$ cat src/rtl/lsu_pkg.sv
// Shared types for the load/store unit: access-size encodings, FSM states and the latched request.
package lsu_pkg;

  typedef enum logic [1:0] {
    SZ_BYTE = 2'b00,
    SZ_HALF = 2'b01,
    SZ_WORD = 2'b10,
    SZ_BAD  = 2'b11
  } size_e;

  typedef enum logic [1:0] {
    IDLE   = 2'b00,
    ACCESS = 2'b01,
    MERGE  = 2'b10,
    RESP   = 2'b11
  } state_e;

  typedef struct packed {
    logic        we;
    size_e       size;
    logic        uns;
    logic [31:0] addr;
    logic [31:0] wdata;
  } req_t;

endpackage

$ cat src/rtl/lsu_lane.sv
// Little-endian lane logic: extracts and extends a load from a memory word, and splices
// sub-word store data into a previously read word.
module lsu_lane
  import lsu_pkg::*;
(
  input  size_e       size,
  input  logic [1:0]  addr_lo,
  input  logic        is_unsigned,
  input  logic [31:0] rd_word,
  input  logic [31:0] old_word,
  input  logic [15:0] wdata,
  output logic [31:0] load_data,
  output logic [31:0] merge_data
);

  logic [7:0]  byte_v;
  logic [15:0] half_v;

  // NOTE: every output and temporary gets a default before the case, so no path leaves one unassigned (no latch).
  always_comb begin
    byte_v     = rd_word[{addr_lo, 3'b000} +: 8];
    half_v     = rd_word[{addr_lo[1], 4'b0000} +: 16];
    load_data  = rd_word;
    merge_data = old_word;
    case (size)
      SZ_BYTE: begin
        load_data = {{24{~is_unsigned & byte_v[7]}}, byte_v};
        merge_data[{addr_lo, 3'b000} +: 8] = wdata[7:0];
      end
      SZ_HALF: begin
        load_data = {{16{~is_unsigned & half_v[15]}}, half_v};
        merge_data[{addr_lo[1], 4'b0000} +: 16] = wdata;
      end
      default: begin
        load_data  = rd_word;
        merge_data = old_word;
      end
    endcase
  end

endmodule

$ cat src/rtl/load_store_unit.sv
// Load/store unit driving a combinational-read data memory; sub-word stores use read-modify-write.
// Optional address range check enabled by defining LSU_BOUNDS_CHECK_EN.
module load_store_unit
  import lsu_pkg::*;
#(
  parameter int MEM_WORDS = 1024,
  parameter int DATA_W    = 32
) (
  input  logic              clk,
  input  logic              rst_n,
  input  logic              req_valid,
  output logic              req_ready,
  input  logic              req_we,
  input  logic [1:0]        req_size,
  input  logic              req_unsigned,
  input  logic [DATA_W-1:0] req_addr,
  input  logic [DATA_W-1:0] req_wdata,
  output logic              rsp_valid,
  input  logic              rsp_ready,
  output logic [DATA_W-1:0] rsp_rdata,
  output logic              rsp_err,
  output logic              mem_read,
  output logic              mem_write,
  output logic [DATA_W-1:0] address,
  output logic [DATA_W-1:0] write_data,
  input  logic [DATA_W-1:0] read_data
);

  state_e      state_q, state_d;
  req_t        req_q, req_d;
  logic [31:0] word_q, word_d;
  logic [31:0] rdata_q, rdata_d;
  logic        err_q, err_d;
  logic        req_bad;
  logic        word_store;
  logic [31:0] load_data;
  logic [31:0] merge_data;

  always_comb begin
    case (size_e'(req_size))
      SZ_BYTE: req_bad = 1'b0;
      SZ_HALF: req_bad = req_addr[0];
      SZ_WORD: req_bad = |req_addr[1:0];
      default: req_bad = 1'b1;
    endcase
`ifdef LSU_BOUNDS_CHECK_EN
    if (req_addr[31:2] >= 30'(MEM_WORDS)) req_bad = 1'b1;
`endif
  end

  assign word_store = req_q.we && (req_q.size == SZ_WORD);

  lsu_lane u_lane (
    .size        (req_q.size),
    .addr_lo     (req_q.addr[1:0]),
    .is_unsigned (req_q.uns),
    .rd_word     (read_data),
    .old_word    (word_q),
    .wdata       (req_q.wdata[15:0]),
    .load_data   (load_data),
    .merge_data  (merge_data)
  );

  always_comb begin
    state_d = state_q;
    req_d   = req_q;
    word_d  = word_q;
    rdata_d = rdata_q;
    err_d   = err_q;
    case (state_q)
      IDLE: begin
        if (req_valid) begin
          req_d   = '{we: req_we, size: size_e'(req_size), uns: req_unsigned,
                      addr: req_addr, wdata: req_wdata};
          rdata_d = '0;
          err_d   = req_bad;
          state_d = req_bad ? RESP : ACCESS;
        end
      end
      ACCESS: begin
        if (!req_q.we) begin
          rdata_d = load_data;
          state_d = RESP;
        end else if (word_store) begin
          state_d = RESP;
        end else begin
          word_d  = read_data;
          state_d = MERGE;
        end
      end
      MERGE: state_d = RESP;
      RESP: begin
        if (rsp_ready) state_d = IDLE;
      end
      default: state_d = IDLE;
    endcase
  end

  // NOTE: sequential state uses non-blocking assignments so every flop samples pre-edge values.
  always_ff @(posedge clk or negedge rst_n) begin
    if (!rst_n) begin
      state_q <= IDLE;
      req_q   <= '0;
      word_q  <= '0;
      rdata_q <= '0;
      err_q   <= 1'b0;
    end else begin
      state_q <= state_d;
      req_q   <= req_d;
      word_q  <= word_d;
      rdata_q <= rdata_d;
      err_q   <= err_d;
    end
  end

  // Memory controls decode straight from state so an asynchronous reset kills them at once.
  assign req_ready  = (state_q == IDLE);
  assign rsp_valid  = (state_q == RESP);
  assign rsp_rdata  = rdata_q;
  assign rsp_err    = err_q;
  assign mem_read   = (state_q == ACCESS) && !word_store;
  assign mem_write  = ((state_q == ACCESS) && word_store) || (state_q == MERGE);
  assign address    = (state_q == ACCESS || state_q == MERGE) ? {req_q.addr[31:2], 2'b00} : '0;
  assign write_data = (state_q == MERGE) ? merge_data :
                      ((state_q == ACCESS) && word_store) ? req_q.wdata : '0;

endmodule
$ cat config.mk
export PLATFORM = sky130hd
export DESIGN_NAME = load_store_unit
export DESIGN_NICKNAME = d
export VERILOG_FILES = /design/src/rtl/lsu_pkg.sv /design/src/rtl/lsu_lane.sv /design/src/rtl/load_store_unit.sv
export SDC_FILE = /design/constraint.sdc
export NUM_CORES = 1
export LEC_CHECK = 0
export CORE_UTILIZATION = 55
export DETAILED_ROUTE_END_ITERATION = 10
export DONT_BUFFER_PORTS = 1
export PLACE_DENSITY_LB_ADDON = 0.25
export SLEW_MARGIN = 20
export SYNTH_ARGS = -nofsm -noshare
export SYNTH_HDL_FRONTEND = slang
export SYNTH_SLANG_ARGS = --single-unit
$ cat constraint.sdc
create_clock -name clk -period 3.8 [get_ports clk]
set_input_delay 0.76 -clock clk [delete_from_list [all_inputs] [get_ports clk]]
set_output_delay 0.76 -clock clk [all_outputs]
set_load 0.005 [all_outputs]
==> metrics.cfg <==
[timing]
fmaxAchievable_mhz=283
rsz0062_at_grt=no
tns_ns=0
worst_pin_slew_ns=1.07
timing.slew.headroom_pct=28.3
post-route-period-util_pct=92.9
finalSetupViolCount=0
final_max_slew_viol_count=0
period_needed_ns=3.53
skew_ns=0.00647
whs_ns=0.0397
hold_viol_final=0

[yosys]
ys_ff_latch=135
synth_top_family_by_area=compound AO/OA/AOI/OAI gates
synthArstFlopShare_pct=100
synth_seq_area_share_pct=47.7
yosys_warnings=0
ys.flop_type=dfrtp_1
syn_inst=643
synth-simple-area-share_pct=10.6
syn_area_um2=7080
synthMuxAreaShare_pct=16.5
synth_edf_count=0
synth_xor_area_share_pct=0
synthDistinctLibCells=47
synth.avg_cell_area_um2=11.0
synth_compound_area_share_pct=19.1
synthAdderAreaFrac_pct=1.59

[detailed_routing]
drc=0
vias=5350
via_per_inst=6.62
routed_wl_um=19500
wl_per_cell_um=24.1
dr.first_iter.drc_count=481
drtPass1Iterations=5
postRouteAntennaNets=0

[setup_path]
end_kind=output port
crit_start=req_q[33]$_DFFE_PN0P_
crit_fanout=25
crit_path_start_kind=register
cp_data_required_time_ns=3.04
regToRegStartpoint=state_q[0]$_DFFE_PN0P_
crit_type=reg2out
arrival_ns=2.77

[clock_tree]
clk_latency_ns=0.42
cts_made_buffers=17
htreeDepth=4
post_cts_resized=0
cts.clk_slew.worst_paths_ns=0.05
clockBufferDepth=2
cts_setup_buffers=0
cts_tree=built
root_buffer=clkbuf_16
postCtsHoldBufs=0
clock-sinks=135

[place]
place.gp.congestion=0.920
dp_hpwl_um=14100
place_inst=779
port_buffers=0
placed_cell_area_um2=7180

[grt]
top_usage_layer=met2
grt_pass1_vias=5292
overflow=0
met2_usage_pct=46.7
grt_pass1_wl_um=29600
grt_util_met3_pct=11.0
track_usage_pct=30.2
antenna_found_initial=1
grt.met1_usage_pct=38.2
grt_max_degree=136

[floorplan]
core_area_um2=12600
fp.dieW_um=115
die_area_um2=13300
die_h_um=115
ios=205
initial_utilization_pct=56.4
rows=41

[finish]
finalNetCount=739
stdcell_count=808
multiInputGateArea_um2=3390
seqCellArea_um2=3380
areaGrowthSynthToFinish_pct=9.11
antenna_cells=0
mostFrequentLayoutCell=dfrtp_1
drive_gt1_share_pct=21.9
final_cell_mix=dfrtp_1 (135), mux2_2 (86), o21ai_0 (61)
fill_cells=1027
design_area_um2=7730

[pwr]
irDropWorstVdd_uv=427
power.leakage_uw=0.00327
power.density_nw_per_um2=956

[job]
maxCapViolCount=0

[run_status]
outcome=finished clean

[worst_hold_path]
hold_class=in2async

==> final cells by class <==
class	count	area share, %
Clock buffer	19	5.73
Clock inverter	10	1.39
Inverter	32	1.55
Multi-Input combinational cell	430	43.9
Sequential cell	135	43.7
Tap cell	172	2.78
Timing Repair Buffer	10	0.971
==> sequential cells by signal, summed over array words and instances (netlist names) <==
name       flops
req_q         68
rsp_rdata     32
word_q        32
state_q        2
rsp_err        1
==> power breakdown <==
| group | internal, µW | switching [µW] |
|---|---|---|
| Combinational | 1410 | 1670 |
| Clock | 962 | 579 |
| Sequential | 2150 | 614 |
==> cell usage after synthesis (all sizes together) (2+ instances only) <==
master | n | area share, %
nor3b | 2 | 0.28
a221o | 47 | 6.6
o22ai | 9 | 0.79
nor3 | 9 | 0.71
nor2b | 7 | 0.62
ha | 9 | 1.6
nand2b | 6 | 0.53
o21ai | 61 | 4.3
a221oi | 7 | 0.87
mux4 | 8 | 2.6
clkbuf | 31 | 1.6
and2 | 40 | 3.5
mux2 | 87 | 14
and3b | 2 | 0.25
a22oi | 16 | 1.8
nor2 | 9 | 0.51
buf | 16 | 1.2
o21bai | 2 | 0.21
a21oi | 7 | 0.49
a22o | 20 | 2.5
nand3 | 16 | 1.1
dfrtp | 135 | 48
o21a | 2 | 0.21
nand2 | 51 | 2.7
inv | 32 | 1.7
==> critical path, cell delays in order (launching register included) <==
cell	delay [ns]
dfrtp_1	0.34
inv_1	0.06
buf_4	0.23
ha_1	0.27
nor2b_1	0.45
nand2_1	0.13
nor4_2	0.57
a221o_1	0.30
==> through the flow <==
| stage | util [%] | setup slack, ns | power [µW] |
|---|---|---|---|
| floorplan | - | 0.602 | 5030 |
| global placement | 57.1 | 0.865 | 5680 |
| detailed placement | 57.1 | 0.771 | 5840 |
| CTS | 61.5 | 0.312 | 7400 |
| global route | 61.5 | 0.0758 | 7860 |
| finish | 61.5 | 0.268 | 7390 |
==> worst paths after layout <==
path,endpoint,slack [ns],cells past startpoint
worst max-delay path,write_data[11],0.27,7
worst min-delay path,rsp_rdata[25]$_DFFE_PN0P_,0.04,0
worst max register to register,rsp_rdata[19]$_DFFE_PN0P_,0.94,6
worst min register to register,req_q[43]$_DFFE_PN0P_,0.50,1
max in group asynchronous,word_q[4]$_DFFE_PN0P_,3.50,0
min in group clk,word_q[24]$_DFFE_PN0P_,0.46,2
==> cell families (layout without fill, tap and decap cells) <==
family / count (synthesis) / count (layout)
DFF: 135 / 135
buffers and inverters: 79 / 71
AOI/OAI and AO/OA: 180 / 180
muxes: 95 / 95
and+or+nand+nor: 144 / 144
adders and majority gates: 9 / 9
other: 1 / 2
==> metal layers <==
| layer | wire length (µm) | share of wire, % |
|---|---|---|
| met2 | 9160 | 47 |
| met3 | 2100 | 11 |
| met4 | 550 | 2.8 |
| met1 | 7690 | 39 |
| met5 | 0 | 0 |
No activity file was read; power rests on OpenSTA's default activity.
